[config.mk]
export PLATFORM = sky130hd
export DESIGN_NAME = preadd_op_sequencer
export DESIGN_NICKNAME = d
export VERILOG_FILES = /design/src/rtl/preadd_op_sequencer.sv
export SDC_FILE = /design/constraint.sdc
export NUM_CORES = 1
export LEC_CHECK = 0
export ABC_AREA = 1
export BUFFER_PORTS_ARGS = -buffer_cell sky130_fd_sc_hd__buf_2
export CORE_UTILIZATION = 43
export CTS_CLUSTER_SIZE = 12
export DETAILED_ROUTE_END_ITERATION = 10
export PLACE_DENSITY_LB_ADDON = 0.05
export SLEW_MARGIN = 20
export SYNTH_ARGS = -nofsm -noshare
export SYNTH_HDL_FRONTEND = slang
export SYNTH_SLANG_ARGS = --single-unit
export TNS_END_PERCENT = 20
[constraint.sdc]
create_clock -name clk -period 1.31 [get_ports clk]
set_input_delay 0.131 -clock clk [delete_from_list [all_inputs] [get_ports clk]]
set_output_delay 0.131 -clock clk [all_outputs]
set_load 0.005 [all_outputs]
[src/rtl/preadd_op_sequencer.sv]
// Issue controller for the DSP48E1 dual A/D pre-adder: skews A and D so they meet at the
// pre-adder together, drives INMODE/CE/RST, and tags each result aligned to A_MULT.
module preadd_op_sequencer #(
  parameter int unsigned AREG  = 2,
  parameter int unsigned DREG  = 1,
  parameter int unsigned ADREG = 1,
  parameter int unsigned TAG_W = 4
) (
  input  logic             clk,
  input  logic             rst_n,
  input  logic             in_valid,
  output logic             in_ready,
  input  logic [2:0]       in_op,
  input  logic [29:0]      in_a,
  input  logic [24:0]      in_d,
  input  logic [TAG_W-1:0] in_tag,
  input  logic             hold,
  input  logic             flush,
  output logic [29:0]      dp_a,
  output logic [24:0]      dp_d,
  output logic [3:0]       dp_inmode,
  output logic             dp_cea1,
  output logic             dp_cea2,
  output logic             dp_ced,
  output logic             dp_cead,
  output logic             dp_rsta,
  output logic             dp_rstd,
  output logic             res_valid,
  output logic [TAG_W-1:0] res_tag,
  output logic             busy,
  output logic             err_op
);

  localparam int unsigned A_W    = 30;
  localparam int unsigned D_W    = 25;
  localparam int unsigned IM_W   = 4;
  localparam int unsigned LAT    = (AREG > DREG) ? AREG : DREG;
  localparam int unsigned RLAT   = LAT + ADREG;
  localparam int unsigned A_SKEW = LAT - AREG;
  localparam int unsigned D_SKEW = LAT - DREG;
  localparam logic [IM_W-1:0] IM_IDLE = 4'b0010;

  typedef enum logic {ST_RUN = 1'b0, ST_FLUSHING = 1'b1} state_t;

  state_t           state;
  state_t           next_state;
  logic             accept;
  logic             reserved;
  logic             ce_en;
  logic             rst_q;
  logic [IM_W-1:0]  im_dec;
  logic [IM_W-1:0]  im_in;
  logic [A_W-1:0]   a_in;
  logic [D_W-1:0]   d_in;
  logic             v_last;
  logic             v_any;
  logic [TAG_W-1:0] t_last;

  always_ff @(posedge clk or negedge rst_n) begin
    if (!rst_n) state <= ST_RUN;
    else        state <= next_state;
  end

  // Flush wins over hold, hold wins over accept.
  always_comb begin
    next_state = state;
    in_ready   = 1'b0;
    case (state)
      ST_RUN:      in_ready = rst_n & ~hold & ~flush;
      ST_FLUSHING: if (!flush) next_state = ST_RUN;
      default:     next_state = ST_RUN;
    endcase
    if (flush) next_state = ST_FLUSHING;
    accept = in_valid & in_ready;
  end

  // INMODE[0] stays 0 so the A2 path is used; INMODE[1] gates A, [2] enables D, [3] subtracts.
  always_comb begin
    im_dec = IM_IDLE;
    case (in_op)
      3'd0:    im_dec = 4'b0100;
      3'd1:    im_dec = 4'b1100;
      3'd2:    im_dec = 4'b0000;
      3'd3:    im_dec = 4'b0110;
      3'd4:    im_dec = 4'b1000;
      default: im_dec = IM_IDLE;
    endcase
  end

  assign reserved = in_op[2] & in_op[1];
  assign im_in    = accept ? im_dec : IM_IDLE;
  assign a_in     = accept ? in_a : '0;
  assign d_in     = accept ? in_d : '0;

  always_ff @(posedge clk or negedge rst_n) begin
    if (!rst_n) begin
      ce_en  <= 1'b0;
      rst_q  <= 1'b1;
      err_op <= 1'b0;
    end else begin
      ce_en <= 1'b1;
      rst_q <= (next_state == ST_FLUSHING);
      if (flush)                    err_op <= 1'b0;
      else if (accept && reserved)  err_op <= 1'b1;
    end
  end

  assign dp_cea1 = ce_en & ~hold;
  assign dp_cea2 = ce_en & ~hold;
  assign dp_ced  = ce_en & ~hold;
  assign dp_cead = ce_en & ~hold;
  assign dp_rsta = rst_q;
  assign dp_rstd = rst_q;

  // Each skew line is a flat shift register, stage 0 in the low bits.
  generate
    if (A_SKEW == 0) begin : g_a_wire
      assign dp_a = a_in;
    end else begin : g_a_skew
      logic [A_SKEW*A_W-1:0] a_sr;
      always_ff @(posedge clk or negedge rst_n) begin
        if (!rst_n)     a_sr <= '0;
        else if (flush) a_sr <= '0;
        else if (!hold) a_sr <= (A_SKEW*A_W)'({a_sr, a_in});
      end
      assign dp_a = a_sr[A_SKEW*A_W-1 -: A_W];
    end

    if (D_SKEW == 0) begin : g_d_wire
      assign dp_d = d_in;
    end else begin : g_d_skew
      logic [D_SKEW*D_W-1:0] d_sr;
      always_ff @(posedge clk or negedge rst_n) begin
        if (!rst_n)     d_sr <= '0;
        else if (flush) d_sr <= '0;
        else if (!hold) d_sr <= (D_SKEW*D_W)'({d_sr, d_in});
      end
      assign dp_d = d_sr[D_SKEW*D_W-1 -: D_W];
    end

    if (LAT == 0) begin : g_im_wire
      assign dp_inmode = im_in;
    end else begin : g_im_sr
      logic [LAT*IM_W-1:0] im_sr;
      always_ff @(posedge clk or negedge rst_n) begin
        if (!rst_n)     im_sr <= {LAT{IM_IDLE}};
        else if (flush) im_sr <= {LAT{IM_IDLE}};
        else if (!hold) im_sr <= (LAT*IM_W)'({im_sr, im_in});
      end
      assign dp_inmode = im_sr[LAT*IM_W-1 -: IM_W];
    end

    if (RLAT == 0) begin : g_res_wire
      assign v_last = accept;
      assign t_last = accept ? in_tag : '0;
      assign v_any  = 1'b0;
    end else begin : g_res_sr
      logic [RLAT-1:0]       vld_sr;
      logic [RLAT*TAG_W-1:0] tag_sr;
      always_ff @(posedge clk or negedge rst_n) begin
        if (!rst_n) begin
          vld_sr <= '0;
          tag_sr <= '0;
        end else if (flush) begin
          vld_sr <= '0;
          tag_sr <= '0;
        end else if (!hold) begin
          vld_sr <= RLAT'({vld_sr, accept});
          tag_sr <= (RLAT*TAG_W)'({tag_sr, in_tag});
        end
      end
      assign v_last = vld_sr[RLAT-1];
      assign t_last = tag_sr[RLAT*TAG_W-1 -: TAG_W];
      assign v_any  = |vld_sr;
    end
  endgenerate

  assign res_valid = v_last & ~hold & ~flush;
  assign res_tag   = t_last;
  assign busy      = v_any | (state == ST_FLUSHING);

endmodule
# Word level (Yosys, flattened, before mapping)
# Index checks and enable logic that the tools add are counted.
totals:
  output_inout_bits: 73
  word_cells: 43
  ff_bits: 52
  input_bits: 67
op_classes:
  eq_ne: 5
  reduce_logical: 4
  bitwise_logic: 10
  muxes: 16
op_table:
  columns: ["cell", "count"]
  rows:
  - ["$mux 25", 3]
  - ["$mux 30", 1]
  - ["$mux 12", 2]
  - ["$pmux 4 s5", 1]
  - ["$mux 8", 2]
  - ["$and 1x1->1", 7]
  - ["$eq 3x2->1 const B", 2]
  - ["$mux 3", 2]
  - ["$mux 1", 4]
  - ["$mux 4", 1]
  - ["$eq 3x1->1 const B", 1]
  - ["$eq 3x3->1 const B", 1]
  - ["$logic_not 3->1", 1]
  - ["$reduce_or 3->1", 1]
  - ["$ne 2x1->1 const B", 1]
  - ["$not 1->1", 2]
  - ["$reduce_bool 2->1", 1]
  - ["$logic_and 1x1->1", 1]
  - ["$or 1x1->1", 1]

# Longest topological paths before layout
# Gate-level depths: netlist of run 1.
depth:
  depth_word: 8
  ltp_mapped: 6
  ltp_nobuf: 5

# Worst setup path before layout of run 1
# Ideal clock, no wire load.
synth_timing:
  path_kind: "register to output"
  startpoint: "register state"
  endpoint: "output dp_a[19]"
  arrival_time_ns: 0.995
  n_path_buf: 2
  path_stages_with_launch: 6
  setup_slack_ns: 0.184
  required_ns: 1.179
  path_cell_list: "dfrtp_1 nor2_1 nand3_2 buf_6 buf_6 nor2_2"
synth_between:
  elab_chain_len: 3
synth_rtl:
  columns: ["element", "line_no", "rtl"]
  rows:
  - ["from (decl)", "45", "state_t state;"]
  - ["from (signal assigned)", "61", "else state <= next_state;"]
  - ["$mux 1", "68", "case (state)"]
  - ["$and 1x1->1", "74", "accept = in_valid & in_ready;"]
  - ["$mux 30", "92", "assign a_in = accept ? in_a : '0;"]
  - ["to (decl)", "19", "output logic [29:0] dp_a,"]
# Every way passes these cells.

# Final worst setup path of run 1
layout_timing:
  startpoint: "register state"
  endpoint: "output dp_a[12]"
# The elaborated chain is that of the path after synthesis.

==> impl_results.md, run 1 <==
- Flop pwr share: 53.1%
- Max clock buf depth: 2
- Relative slew slack: about three fifths
- R2R setup slack: ~40 ps
- Post-synth EDFFs: 0
- Fraction of registers with async set/reset: 100.0%
- Power Dens Cells: roughly 900 nW/µm²
- CP Depth: 5
- YS warnings: 0
- Initial antenna violation count: 0
- Post-synthesis cell count: 283
- Reg2Reg Depth: 6
- Clock sink count: 50
- Routed len/inst: 10.24 µm
- Synth Area in Simple Gates: 15.48%
- Largest family of logic cells by synthesized area: buffers and inverters
- Commonest cells in the netlist: 77 x inv_1, 47 x dfrtp_1, 39 x nand2_1, 37 x o21ai_0, 26 x nor2_1
- CTS root buffer: clkbuf_8
- Mux share of post-synthesis cell area: 0%
- RSZ-0062 raised after global routing: true
- Routed vias: around 2.1k
- Synth Cell Area: around 2300 µm²
- Final worst path period share: 110.3%
- Worst-margin pin slew: 603.6 ps
- Crit path max-delay family: flip-flops
- Die area: 5710 µm²
- Hold_sp: in_tag[1]
- Clk_skew: about 6.5 ps
- WS Path Type: reg2out
- # IOs: between 100 and 150
- Sw Share: a little under a quarter
- Global-route wire length before repair: ~7.4 mm
- Clock-pin slew on the worst setup and hold paths: approximately 90 ps
- Worst EP required: 1180 ps
- Final min period: between 1000 and 1500 ps
- Dominant synthesized flop cell: dfrtp_1
- CP max FO: 22
- Pin count of the biggest net entering global routing: 51
- Pre-CTS setup slack: a little over 50 ps
- HP Class: in2reg
- P_leak: 2.038 nW
- Slew Viols, Final: 0
- Failing checks: setup timing
- Area grow syn2layout: 42.80%
- Internal: between 2 and 2.5 mW
- Chip Width: around 76 µm
- Number of port buffers: around 140
- Die Ht: approximately 76 µm
- Final Wtd Congestion: about 0.7
- Post-route ant nets: 0
- Leading area contributor after synthesis: dfrtp_1
- Gate power share: between 10% and 20%
- Slowest cell delay on critical path: approximately 400 ps
- Worst Setup Start Kind: flip-flop
- Adder-cell share of the synthesized area: 0%
- Most common cell in the netlist: inv_1
- Synth cell types: 20
- Clock Power Share: about a third
- Pre-Repair DR Iteration Count: 3
- Post-DR vias/cell: between 4 and 5
- DRT iter0 DRCs: 62
- Final Hold Vio Count: 0
- NetSw: approximately 690 µW
- H-Tree Depth: 2
- Synth top area cells: dfrtp_1 51%, inv_1 12%, o21ai_0 8.0%, nand2_1 6.3%, nor2_1 4.2%
- CTS tree: yes
- WP data arrival: roughly 1300 ps
- Nets: 486
- Worst-skew pair later-pin latency: about 300 ps
- Synthesized Nets: 350
- Ant diodes: 0
- Total global routing overflow: 0
- Final setup vio count: 30
- Vias in the first global route: roughly 1.7k
- Post-synthesis compound-gate area fraction: 10.91%
- Max Clock Freq: around 690 MHz
- Row count: 26
- WP buf/inv: 2
- Mean Syn Cell Area: about 8 µm²
- Crit path cell chain: nor2_4 > nand3_4 > buf_12 > nor2_2 > buf_2
- Placed wire-length estimate: about 3.6 mm
- Peak VDD IR: 0.0005139 V
- Worst Setup End Kind: output port
- Synth Area in XOR/XNOR: 0%
- Layout cells sized above 1: roughly 47%
- Reg-to-reg endpoint: dp_d[24]
- GRT Util Overall: about 17%
- Hold endpoint: g_res_sr.tag_sr[1]
- Final Core Density: between 60 and 70%
- TritonCTS buffer count: 5
- Slowest CP cell: dfrtp_1
- Initial Util: 44.99%
- Run status: finished with violations
- R2R Path Start: state
- DRC: 0
- Flops & latches, synth: 50
- Hold Crit Depth: 3
- Yosys top cell area share: between 50% and 60%
- WL final: ~5.0 mm
- Seq/Total Area, Yosys: between 50 and 60%
- Worst setup margin: -135.1 ps
- Maxcap violations: 0
- CORE AREA: around 5200 µm²
## registers in the layout, indices dropped and copies added, names as in the netlist
name	count
ce_en	1
dp_d	25
dp_rsta	1
err_op	1
g_im_sr.im_sr	6
g_res_sr.tag_sr	12
g_res_sr.vld_sr	3
state	1
## repair_timing
action                                  CTS  global route
cloned                                    1             0
hold endpoints to repair                 48             0
hold buffers                              2             0
buffers inserted                          4             0
pin swaps                                 2             0
resized for setup                        17            28
endpoints found under the setup margin   30            53
## area by class of cell
type	instances	area [µm²]
repair buffers	152	863.3
inverters	78	292.8
well taps	70	87.58
flip-flops and latches	50	1255
multi-input cells	132	716.9
clock inverters	2	38.79
fillers	466	1849
clock buffers	5	68.82
## per-layer routing
layer / part of all wire (%) / global-route usage, % / wire (µm)
met4: 1.7 / 6.996 / 84
met1: 41 / 19.98 / 2030
met3: 6.5 / 5.026 / 325
met5: 0 / 0 / 0
met2: 51 / 30.65 / 2569
## worst reg2reg max path, delay by kind of cell, from the launching register on
kind	cells	cell delay (ps)
buf+inv	3	450
flops	1	410
compound gates	1	110
simple gates	2	230
## placed cells by master, fill, tap and decap left out, types with 3 or more instances in the layout
| master | instances |
|---|---|
| o21ai_0 | 19 |
| buf_4 | 8 |
| nor2_2 | 21 |
| nand2_1 | 39 |
| inv_1 | 77 |
| dfrtp_1 | 47 |
| nor2_4 | 4 |
| buf_2 | 138 |
| o21ai_1 | 9 |
| o21ai_2 | 9 |
| nor2_1 | 13 |
| buf_12 | 3 |
| o22ai_1 | 7 |
| clkbuf_8 | 5 |
| dfstp_2 | 3 |
## worst max path at each step
stage                      from  endpoint  slack [ps]
final                     state  dp_a[12]        -140
after global routing      state  dp_a[27]        -240
after CTS                 state  dp_a[17]        -170
after detailed placement  state  dp_a[10]          50
after global placement    state  dp_a[10]         110
after floorplan           state  dp_a[19]         180
## power by group through the flow
stage | logic [mW] | clock network [mW] | registers, mW
after global placement | 0.318 | 0 | 1.62
after floorplan | 0.134 | 0 | 1.62
after CTS | 0.342 | 1.08 | 1.59
after global routing | 0.401 | 1.14 | 1.59
after detailed placement | 0.321 | 0 | 1.62
final | 0.348 | 1.06 | 1.59
## per-stage QoR
stage / total power, mW / hold WS [ps] / setup TNS, ps / instances / cell area (µm²)
2_1_floorplan: 1.753 / -164.6 / 0 / 283 / 2327
3_3_place_gp: 1.936 / 295.7 / 0 / 475 / 3038
4_1_cts: 3.011 / 27.41 / -4669 / 489 / 3248
6_report: 2.993 / 40.12 / -3557 / 489 / 3323
3_5_place_dp: 1.939 / 295.1 / 0 / 475 / 3038
5_1_grt: 3.135 / 32.56 / -6354 / 489 / 3323
## cells by family (layout without fill, tap and decap cells)
family,count (synthesis),in the layout
flops,50,50
buf+inv,101,237
simple gates,82,82
other cells,2,2
compound gates,48,48
No activity file was read; power rests on OpenSTA's default activity.
==> run 2, diff against run 1 <==
--- a/config.mk
+++ b/config.mk
@@ -7,6 +7,7 @@
 export LEC_CHECK = 0
 export ABC_AREA = 1
 export BUFFER_PORTS_ARGS = -buffer_cell sky130_fd_sc_hd__buf_2
+export CORE_MARGIN = 3
 export CORE_UTILIZATION = 43
 export CTS_CLUSTER_SIZE = 12
 export DETAILED_ROUTE_END_ITERATION = 10
==> constraint.sdc (replaced) <==
create_clock -name clk -period 1.31 [get_ports clk]
set_input_delay 0.131 -clock clk [delete_from_list [all_inputs] [get_ports clk]]
set_output_delay 0.131 -clock clk [all_outputs]
set_load 0.05 [all_outputs]
==> impl_results.md, run 2 (synthesis results as in run 1) <==
- Run status: finished with violations
- Failing checks: setup timing
- Power Dens Cells: just under 1000 nW/µm²
- Final setup vio count: 32
- Clock Power Share: a little under two fifths
- Clock-pin slew on the worst setup and hold paths: about 90 ps
- NetSw: approximately 850 µW
- Final instance area: ~3500 µm²
- Cell Area, Placed: ~3000 µm²
- Slew Viols, Final: 0
- Initial Util: around 45%
- Ant diodes: 0
- Final Wtd Congestion: 0.7230
- Setup TNS: -8386 ps
- Crit path max-delay family: flip-flops
- Slowest CP cell: dfrtp_1
- Peak VDD IR: roughly 0.00077 V
- Pre-CTS setup slack: -16.80 ps
- Crit path cell chain: nor2_4 > nand3_4 > buf_12 > nor2_2 > buf_6
- WL final: around 6.0 mm
- GRT Util Overall: a little under a fifth
- Cell Count Post-Placement: 478
- P_leak: approximately 2.0 nW
- Area grow syn2layout: 48.82%
- Worst Hold Slack: 35.77 ps
- Gate power share: between 10% and 20%
- Final min period: roughly 1600 ps
- Routed len/inst: approximately 12 µm
- Worst-skew pair later-pin latency: around 300 ps
- HP Class: in2reg
- Post-route ant nets: 0
- WS Path Type: reg2out
- Placed wire-length estimate: around 4 mm
- CP max FO: 19
- # IOs: 140
- Max Clock Freq: around 620 MHz
- Pre-Repair DR Iteration Count: 4
- Number of port buffers: around 140
- Commonest non-fill, non-tap cell in the layout: buf_2
- Non-filler instance count after layout: 489
- CTS tree: yes
- DRC: 0
- Final Hold Vio Count: 0
- Worst setup margin: -303.8 ps
- Worst EP required: roughly 1200 ps
- Vias in the first global route: 1,955
- Internal: 2.509 mW
- Chip Width: 79.57 µm
- Nets: 485
- Relative slew slack: 59.30%
- Worst Setup Start Kind: flip-flop
- Clk_skew: between 5 and 6 ps
- WP buf/inv: 2
- Clock sink count: 50
- Total global routing overflow: 0
- WP data arrival: 1480 ps
- Flop pwr share: a little under half
- Routed vias: 2,153
- Pin count of the biggest net entering global routing: ~50
- Die area: around 6300 µm²
- Final Core Density: roughly 67%
- CTS root buffer: clkbuf_8
- Slowest cell delay on critical path: ~420 ps
- Commonest cells after routing, fill and taps aside: 105 x buf_2, 77 x inv_1, 47 x dfrtp_1
- Worst Setup End Kind: output port
- Final worst path period share: 123.2%
- TritonCTS buffer count: 5
- Post-DR vias/cell: ~4.4
- Global-route wire length before repair: 9.018 mm
- Sw Share: around 25%
- Maxcap violations: 0
- CORE AREA: slightly above 5000 µm²
- Layout cells sized above 1: 45.82%
- RSZ-0062 raised after global routing: true
- Initial antenna violation count: 0
- H-Tree Depth: 2
- Row count: 26
- Worst-margin pin slew: 610.4 ps
- Die Ht: ~80 µm
- Max reg flops: 25
- Total chip power: 3.357 mW
- DRT iter0 DRCs: 80
- Max clock buf depth: 2
==> run 2: cell types whose count changed in the layout (fill, tap and decap cells not counted), moves of 2 or more <==
cell / delta
buf_12: -2
buf_2: -33
buf_4: +7
buf_6: +28
nor2_1: -2
nor2_2: +3
o21ai_0: +18
o21ai_1: -9
o21ai_2: -9
==> run 2: metal layers <==
layer  GRT usage (%)  routed length, µm
met3           5.418                449
met2           31.64               3083
met1           22.29               2381
met4           3.608                 42
met5               0                  0
==> run 2: area by class of cell <==
type,count,area [µm²]
repair buffers,151,1008
clock buffers,5,68.82
inverters,78,292.8
multi-input cells,132,681.9
fillers,452,1709
clock inverters,3,68.82
well taps,70,87.58
flip-flops and latches,50,1255
==> run 2: worst register-to-register path, cell delays in order, from the launching register on <==
cell     delay, ps
dfrtp_1        420
nor2_4         150
nand3_4        120
buf_4          220
a21oi_1        180
nor2_1          60
==> run 2: power by group through the flow <==
stage          clock network (mW)  registers [mW]  logic, mW
6_report                     1.28            1.59      0.491
5_1_grt                      1.39            1.59      0.538
4_1_cts                      1.31            1.59      0.477
3_5_place_dp                    0            1.62      0.457
3_3_place_gp                    0            1.62      0.454
2_1_floorplan                   0            1.66      0.220
==> run 2: final timing paths <==
path | from | end | slack, ps | cells past startpoint
min in group asynchronous | rst_n | g_im_sr.im_sr[7] | 510 | 3
worst max register to register | state | g_im_sr.im_sr[1] | 110 | 5
worst min-delay path | in_tag[1] | g_res_sr.tag_sr[1] | 40 | 3
max in group asynchronous | rst_n | dp_d[12] | 400 | 3
worst min register to register | dp_d[10] | dp_d[10] | 480 | 2
worst max-delay path | state | dp_a[28] | -300 | 5
==> run 2: repair_timing <==
action,CTS,global route
pin swaps,1,0
endpoints found under the setup margin,32,37
cloned,0,1
setup buffers,0,1
hold buffers,1,0
hold endpoints to repair,47,0
gates resized for setup,54,26
==> run 3, diff against run 2 <==
--- a/config.mk
+++ b/config.mk
@@ -7,6 +7,7 @@
 export LEC_CHECK = 0
 export ABC_AREA = 1
 export BUFFER_PORTS_ARGS = -buffer_cell sky130_fd_sc_hd__buf_2
+export CORE_ASPECT_RATIO = 0.75
 export CORE_MARGIN = 3
 export CORE_UTILIZATION = 43
 export CTS_CLUSTER_SIZE = 12
==> impl_results.md, run 3 (synthesis results as in run 1) <==
- Area grow syn2layout: 46.72%
- Max clock buf depth: 2
- Final worst path period share: 122.4%
- Worst-margin pin slew: 609.9 ps
- Max Clock Freq: 623.6 MHz
- Commonest non-fill, non-tap cell in the layout: buf_2
- CP max FO: 14
- Internal: ~2.1 mW
- DRC: 0
- Cell Area, Placed: 3055 µm²
- WL final: about 6.0 mm
- Final setup vio count: 32
- Row count: 22
- CTS root buffer: clkbuf_8
- NetSw: 808.3 µW
- Pre-Repair DR Iteration Count: 4
- Worst Hold Slack: -7.498 ps
- Global-route wire length before repair: between 9 and 10 mm
- Die area: between 6000 and 7000 µm²
- Commonest cells after routing, fill and taps aside: 106 x buf_2, 77 x inv_1, 47 x dfrtp_1
- Worst-skew pair later-pin latency: 290 ps
- Routed len/inst: about 12 µm
- # IOs: 140
- WP buf/inv: 2
- Power Dens Cells: ~850 nW/µm²
- CTS tree: yes
- Initial Util: approximately 46%
- TritonCTS buffer count: 5
- CP Depth: 5
- Ant diodes: 0
- Clk_skew: roughly 6.9 ps
- Chip Width: between 90 and 100 µm
- H-Tree Depth: 2
- Worst Setup End Kind: output port
- RSZ-0062 raised after global routing: true
- Worst Setup Start Kind: flip-flop
- Clock-pin slew on the worst setup and hold paths: around 80 ps
- Worst EP required: around 1200 ps
- Post-DR vias/cell: between 4 and 5
- Gate power share: between 10% and 20%
- Sw Share: around 28%
- Peak VDD IR: 0.0005758 V
- Number of port buffers: 138
- Crit path cell chain: nor2_4 > nand3_4 > clkbuf_16 > nor2_2 > buf_6
- Slowest cell delay on critical path: 420 ps
- Flop pwr share: 54.5%
- Final min period: 1604 ps
- Clock Power Share: approximately 28%
- Final Wtd Congestion: 0.7259
- Clock sink count: 50
- Final Hold Vio Count: 19
- DRT iter0 DRCs: between 80 and 90
- Pre-CTS setup slack: -40.77 ps
- Max reg flops: 25
- CORE AREA: 5065 µm²
- Total global routing overflow: 0
- Cell Count Post-Placement: 480
- GRT Util Overall: around 17%
- Failing checks: hold timing, setup timing
- HP Class: in2async
- Routed vias: roughly 2.1k
- Initial antenna violation count: 0
- Nets: just under 500
- Setup TNS: -7825 ps
- Maxcap violations: 0
- Worst setup margin: -293.7 ps
- Non-filler instance count after layout: 489
- Die Ht: 69.71 µm
- Relative slew slack: between 50% and 60%
- Slowest CP cell: dfrtp_1
- Placed wire-length estimate: 4.112 mm
- P_leak: slightly above 2 nW
- Slew Viols, Final: 0
- WP data arrival: 1470 ps
- Layout cells sized above 1: a little under half
- Reg2Reg Depth: 5
- Post-route ant nets: 0
- Pin count of the biggest net entering global routing: between 50 and 60
- Vias in the first global route: 2,011
- Final instance area: approximately 3400 µm²
- Run status: finished with violations
- Crit path max-delay family: flip-flops
- WS Path Type: reg2out
[run 3: changes by cell type in the layout (fill, tap and decap cells not counted), sizes merged]
cell and delta:
bufinv -2, clkinv +1, dlygate4sd3 -1
[run 3: per-layer routing]
layer | global-route usage (%) | wire (µm)
met4 | 2.843 | 70
met5 | 0 | 0
met2 | 28.63 | 2935
met3 | 4.989 | 375
met1 | 23.06 | 2631
[run 3: layout make-up]
cell class	instances	area (µm²)
Clock buffer	5	68.82
Clock inverter	2	10.01
Fill cell	460	1650
Inverter	78	292.8
Multi-Input combinational cell	132	693.2
Sequential cell	50	1255
Tap cell	72	90.09
Timing Repair Buffer	150	1005
[run 3: path summary, 6_finish.rpt]
path,slack (ps),endpoint,from
setup / recovery,-290,dp_a[10],state
hold / removal,-7,g_res_sr.vld_sr[0],rst_n
setup reg to reg,20,dp_d[13],state
hold reg to reg,480,g_res_sr.tag_sr[10],g_res_sr.tag_sr[10]
max in group asynchronous,920,dp_d[24],rst_n
min in group clk,60,g_res_sr.tag_sr[1],in_tag[1]
[run 3: worst reg2reg max path: stages (launching register included)]
cell,delay [ps]
dfrtp_1,420
nor2_4,140
nand3_4,120
clkbuf_16,210
buf_4,190
o21ai_0,150
[run 3: timing repair]
| item | in CTS | in global routing |
|---|---|---|
| gates cloned | 0 | 1 |
| setup endpoints to repair | 35 | 47 |
| buffers inserted | 0 | 1 |
| gates resized for setup | 54 | 41 |
| hold buffers | 0 | 0 |
[run 3: power by group through the flow]
| stage | Clock (mW) | Sequential (mW) | Combinational, mW |
|---|---|---|---|
| after floorplan | 0 | 1.66 | 0.220 |
| after global placement | 0 | 1.62 | 0.454 |
| after detailed placement | 0 | 1.62 | 0.456 |
| after CTS | 0.860 | 1.59 | 0.474 |
| after global routing | 0.922 | 1.59 | 0.539 |
| final | 0.831 | 1.59 | 0.493 |
[run 3: through the flow]
step,utilization (%),power [mW]
after floorplan,-,1.883
after global placement,60.33,2.070
after detailed placement,60.33,2.073
after CTS,65.02,2.922
after global routing,67.42,3.053
final,67.42,2.912
